File: config.mk
export PLATFORM = sky130hd
export DESIGN_NAME = max_unpooling
export DESIGN_NICKNAME = d
export VERILOG_FILES = /design/src/rtl/nn_fixed_pkg.sv /design/src/rtl/max_unpooling.sv
export SDC_FILE = /design/constraint.sdc
export NUM_CORES = 1
export LEC_CHECK = 0
export BUFFER_PORTS_ARGS = -buffer_cell sky130_fd_sc_hd__buf_2
export CELL_PAD_IN_SITES_DETAIL_PLACEMENT = 1
export CELL_PAD_IN_SITES_GLOBAL_PLACEMENT = 2
export CORE_AREA = 8 8 122 124
export CTS_CLUSTER_SIZE = 10
export DETAILED_ROUTE_END_ITERATION = 10
export DIE_AREA = 0 0 130 132
export MAX_ROUTING_LAYER = met4
export PLACE_DENSITY_LB_ADDON = 0.1
export SYNTH_ARGS = -nofsm -noshare
export SYNTH_HDL_FRONTEND = slang
export SYNTH_SLANG_ARGS = --single-unit
File: constraint.sdc
create_clock -name clk -period 4.4 [get_ports clk]
set_input_delay 0.66 -clock clk [delete_from_list [all_inputs] [get_ports clk]]
set_output_delay 0.66 -clock clk [all_outputs]
set_load 0.01 [all_outputs]
File: src/rtl/nn_fixed_pkg.sv
// Shared fixed-point definitions for the NN datapath blocks.
//   fx_t           : raw fixed-point word (FX_IL integer + FX_FL fractional bits)
//   FX_ZERO        : all-zero fixed-point word
//   unpool_state_e : control states of the max-unpooling expander
package nn_fixed_pkg;

  localparam int unsigned FX_IL = 8;
  localparam int unsigned FX_FL = 12;
  localparam int unsigned FX_W  = FX_IL + FX_FL;

  typedef logic [FX_W-1:0] fx_t;

  localparam fx_t FX_ZERO = '0;

  typedef enum logic [1:0] {
    IDLE = 2'd0,
    EMIT = 2'd1,
    DONE = 2'd2
  } unpool_state_e;

endpackage

File: src/rtl/max_unpooling.sv
// Max-unpooling expander: takes one pooled value plus its argmax index and
// streams a size-element window with the value at the argmax slot, zeros
// elsewhere. The full window is also collected in om; done pulses once the
// last element has been handed off.
//   clk, rst_n          : clock, asynchronous active-low reset
//   en                  : allows a new window to be accepted (IDLE only)
//   in_valid/in_ready   : input handshake for in_val/in_idx
//   out_valid/out_ready : output handshake for out_val/out_pos/out_last
//   om                  : collected window, complete when done=1
//   done                : one-cycle pulse after the last output handshake
module max_unpooling
  import nn_fixed_pkg::*;
#(
  parameter int unsigned IL    = FX_IL,
  parameter int unsigned FL    = FX_FL,
  parameter int unsigned size  = 4,
  parameter int unsigned width = $clog2(size)
) (
  input  logic             clk,
  input  logic             rst_n,
  input  logic             en,
  input  logic             in_valid,
  output logic             in_ready,
  input  logic [IL+FL-1:0] in_val,
  input  logic [width-1:0] in_idx,
  output logic             out_valid,
  input  logic             out_ready,
  output logic [IL+FL-1:0] out_val,
  output logic [width-1:0] out_pos,
  output logic             out_last,
  output logic [IL+FL-1:0] om [size],
  output logic             done
);

  localparam int unsigned      W    = IL + FL;
  localparam logic [width-1:0] LAST = width'(size - 1);

  unpool_state_e    state;
  unpool_state_e    state_nxt;
  logic [width-1:0] ptr;
  logic [W-1:0]     val_q;
  logic [width-1:0] idx_q;
  logic             armed;
  logic             accept;
  logic             hs;

  // State register
  always_ff @(posedge clk or negedge rst_n) begin
    if (!rst_n) begin
      state <= IDLE;
    end else begin
      state <= state_nxt;
    end
  end

  // Next-state and output decode
  always_comb begin
    state_nxt = state;
    in_ready  = 1'b0;
    out_valid = 1'b0;
    out_last  = 1'b0;
    out_val   = W'(FX_ZERO);
    out_pos   = ptr;
    done      = 1'b0;
    accept    = 1'b0;
    hs        = 1'b0;
    unique case (state)
      IDLE: begin
        // armed keeps in_ready low while reset is held and for the first cycle after
        in_ready = en & armed;
        accept   = in_valid & in_ready;
        if (accept) state_nxt = EMIT;
      end
      EMIT: begin
        out_valid = 1'b1;
        out_last  = (ptr == LAST);
        // an out-of-range index never matches, so the window comes out all zero
        out_val   = (ptr == idx_q) ? val_q : W'(FX_ZERO);
        hs        = out_ready;
        if (hs && out_last) state_nxt = DONE;
      end
      DONE: begin
        done      = 1'b1;
        state_nxt = IDLE;
      end
      default: state_nxt = IDLE;
    endcase
  end

  // Latched window, element pointer and collected output array
  always_ff @(posedge clk or negedge rst_n) begin
    if (!rst_n) begin
      armed <= 1'b0;
      ptr   <= '0;
      val_q <= '0;
      idx_q <= '0;
      for (int unsigned i = 0; i < size; i++) om[i] <= '0;
    end else begin
      armed <= 1'b1;
      if (accept) begin
        val_q <= in_val;
        idx_q <= in_idx;
        ptr   <= '0;
        for (int unsigned i = 0; i < size; i++) om[i] <= '0;
      end else if (hs) begin
        om[ptr] <= out_val;
        ptr     <= out_last ? '0 : ptr + width'(1);
      end
    end
  end

endmodule
After elaboration in Yosys (flattened, before gate mapping)

Cells that the tools add are included.

$add $sub $neg: 1
$lt $le $gt $ge: 2
Equality and inequality tests: 6
Multiplexer cells: 19
Bitwise operators: 3
Reductions and logical operators: 5

Operators by type and width:

| operator                                                                     | count |
|---|---|
| 80-bit 2-to-1 mux                                                            | 2 |
| 80-bit bitwise mux                                                           | 1 |
| 20-bit 2-to-1 mux                                                            | 3 |
| 20-bit demux with 2-bit select                                               | 1 |
| 2-bit 2-to-1 mux                                                             | 5 |
| 1-bit 2-to-1 mux                                                             | 6 |
| 2-bit equality test, second input constant                                   | 2 |
| 2-bit != test, second input constant                                         | 2 |
| 2-bit one-hot mux with 2 select lines                                        | 1 |
| 3-bit >= comparator, second input constant                                   | 1 |
| 3-bit by 1-bit less-than comparator with 1-bit output, second input constant | 1 |
| 2-bit NOT with 3-bit output                                                  | 1 |
| 2-bit by 1-bit adder with 2-bit output, second input constant                | 1 |
| 1-bit AND                                                                    | 2 |
| 2-bit by 1-bit equality test with 1-bit output, second input constant        | 1 |
| 2-bit equality test                                                          | 1 |
| 1-bit logical AND                                                            | 2 |
| 2-bit zero test                                                              | 1 |
| 2-bit AND reduction                                                          | 1 |
| 2-bit nonzero test                                                           | 1 |

Register bits after elaboration: 107

Longest topological paths before layout

Word-level depth: 8
Depth in mapped cells: 6

Least setup slack after synthesis

OpenSTA, ideal clock, no wires.

Path type: reg-to-output
Start: register ptr[0] (netlist: out_pos[0])
End: output out_val[10]
Arrival time: 1,186 ps
Data required time: 3,740 ps
Setup slack: 2,554 ps
Cell stages (with the launch flop): 4
Cell sequence: dfrtp_1 > xnor2_1 > clkbuf_1 > and3_1

Word-level cells in the longest chain between the ends: 3

RTL lines:

| element                | RTL line             | source |
|---|---|---|
| start, declared        | max_unpooling.sv:40  | `logic [width-1:0] ptr;` |
| start signal, assigned | max_unpooling.sv:107 | `ptr <= out_last ? '0 : ptr + width'(1);` |
| 2-bit equality test    | max_unpooling.sv:78  | `out_val = (ptr == idx_q) ? val_q : W'(FX_ZERO);` |
| 20-bit 2-to-1 mux      | max_unpooling.sv:78  |  |
| 20-bit 2-to-1 mux      | max_unpooling.sv:67  | `unique case (state)` |
| end, declared          | max_unpooling.sv:28  | `output logic [IL+FL-1:0] out_val,` |

Every way passes these cells.

Worst setup path after layout

Start: register ptr[1] (netlist: out_pos[1])
End: output out_val[11]

Same word-level chain as after synthesis.

==> metrics.cfg <==
[cts]
insertion_delay_ns=0.35
htree_num_levels=3
postCtsHoldBufs=0
cts_resized=0
root_buffer=clkbuf_16
clockBufferDepth=2
cts_tree=built
cts_buffers=9
cts_setup_buffers=0
cts.sinks=107
clk_pin_slew_ns=0.07

[floorplanning]
rows=42
coreArea_sq_um=13000
initial_core_util=0.352
die_x_um=130
num_io_pins=133
die_area_sq_um=17200
die_y_um=132

[grt]
grt_pass1_vias=3869
grtUsageMet3=0.0441
grt_start_max_net_pins=82
antenna_found_initial=0
met1_usage=0.243
grt_pass1_wl_mm=22.9
grt-busiest-layer=met2
overflow=0
grt_usage=0.177
gr-usage-met2=0.255

[sta]
finalSetupViolCount=0
worst_slew_pin_slew_ns=1.05
finalWorstPathRequiredPeriod_ns=2.99
max_freq_ghz=0.335
skew_ns=0.00647
fin_setup_tns_ns=0
drv_slew=0
finalCritPeriodShare=0.679
rsz0062_at_grt=no
hold_violations=0
relSlewSlack=0.297

[placed_design]
numPortBuffers=132
dp_hpwl_mm=10.0
placed_cells=651
placed_area_sq_um=5320
gp_congestion=0.727

[synth]
synth.most_common_cell=dfrtp_1
synth_top_flop_cell=dfrtp_1
synth_area_leader_cell=dfrtp_1
ys_seq_elements=107
synth_top_area_frac=0.585
synthTopCellsByCount=dfrtp_1 (107), nand2_1 (43), a22o_1 (40)
syn_nets=408
synth_area_sq_um=4570
synthTopCellsByArea=dfrtp_1 (59%), a22o_1 (7.7%), and3b_1 (3.8%)
ys_seq_area_frac=0.585
postSynthAreaPerCell_sq_um=12.1
synth_edf_count=0
ys_types=31
async_flop_share=1.00
syn_inst=377
synth-warning-count=0

[setup_path]
r2r_slack_ns=1.65
worstPathMaxFanout=21
crit_type=reg -> out
cp-start-kind=register
end_kind=primary output
cp.required_ns=3.74
worstPathArrival_ns=2.33

[power]
leakage_nw=2.99
powerDensity_nw_per_um2=691
vdd_drop_max_uv=262
p_total_mw=3.89

[cells_and_area]
layout-drive-gt1-share=0.349
fin_util=0.433
layout.nets=517
syn2layout_area_growth_pct=23.0
final_cells=666
fill_cells=1435
final_cell_area_sq_um=5630
antenna_cells=0

[route]
ant_nets=0
vias=3519
finalWirelength_mm=14.3
drt-wirelength-per-cell_um=21.5
dr.pass1.iters=4
viasPerCell=5.28
drc_errors=0
drt-initial-drc-count=240

[status]
status=completed

[run]
max-cap-violations=0

[worst_hold_path]
hp-class=in -> async

## power by group
| group | internal, mW | switching, mW | total (mW) |
|---|---|---|---|
| sequential | 1.31 | 0.253 | 1.56 |
| clock | 0.468 | 0.359 | 0.827 |
| combinational | 0.602 | 0.895 | 1.50 |
| total | 2.38 | 1.51 | 3.89 |
## placed cells by master, fill, tap and decap left out, drive strengths merged
cell / Yosys / final
mux2: 22 / 22
clkinv: 0 / 1
conb: 1 / 1
xnor2: 2 / 2
ha: 4 / 4
clkbuf: 21 / 11
a22o: 40 / 40
clkinvlp: 0 / 2
bufinv: 0 / 1
and3b: 20 / 20
nand3b: 1 / 1
o2bb2ai: 20 / 20
and4bb: 1 / 1
dfrtp: 107 / 107
a21oi: 24 / 24
and4b: 3 / 3
nor2b: 2 / 2
or3: 1 / 1
nand4: 20 / 20
nand4b: 2 / 2
and3: 20 / 20
inv: 3 / 3
a21o: 1 / 1
and2: 2 / 2
nand2: 43 / 43
buf: 16 / 135
nand3: 1 / 1
## per-stage QoR
step,setup WS (ns),hold slack (ns)
3_5_place_dp,1.59,0.482
5_1_grt,1.19,0.516
3_3_place_gp,1.74,0.468
6_report,1.41,0.490
2_1_floorplan,2.55,0.364
4_1_cts,1.35,0.506
## routing by layer
layer,share of wire,wire [um]
met2,0.45,6450
met3,0.051,729
met4,0.011,156
met5,0,0
met1,0.49,6990
## logic make-up after synthesis
group,Yosys count,share of synthesized area
and+or+nand+nor,116,0.152
DFF,107,0.585
AOI/OAI and AO/OA,85,0.143
buffers and inverters,40,0.0413
muxes,22,0.0624
adders and majority gates,4,0.0109
xor gates and xnor gates,2,0.00383
other,1,0.000820
## critical path, cell delays in order (launching register included)
cell     delay (ns)
dfrtp_1        0.46
xnor2_2        0.63
buf_4          0.35
and3_1         0.33
buf_2          0.19
## worst paths after layout
check / endpoint / startpoint / cells after the start
min reg2reg: om[39] / om[39] / 1
max in group asynchronous: om[69] / rst_n / 2
max reg2reg: om[13] / state[0] / 3
min: om[32] / rst_n / 1
max: out_val[11] / out_pos[1] / 4
min in group clk: om[39] / om[39] / 1
## cell type report
type                       count  area [sq um]  area share
clock buffer                  11           253      0.0449
inverter                       3          11.3     0.00200
sequential                   107          2680       0.476
clock inverter                 4          50.0     0.00889
timing repair buffer         135           686       0.122
multi-input combinational    230          1730       0.307
tap                          176           220      0.0391
## sequential cells by signal, indices dropped and copies added (netlist names)
name / flops
val_q: 20
state: 2
armed: 1
out_pos: 2
idx_q: 2
om: 80
No activity file was read; power rests on OpenSTA's default activity.
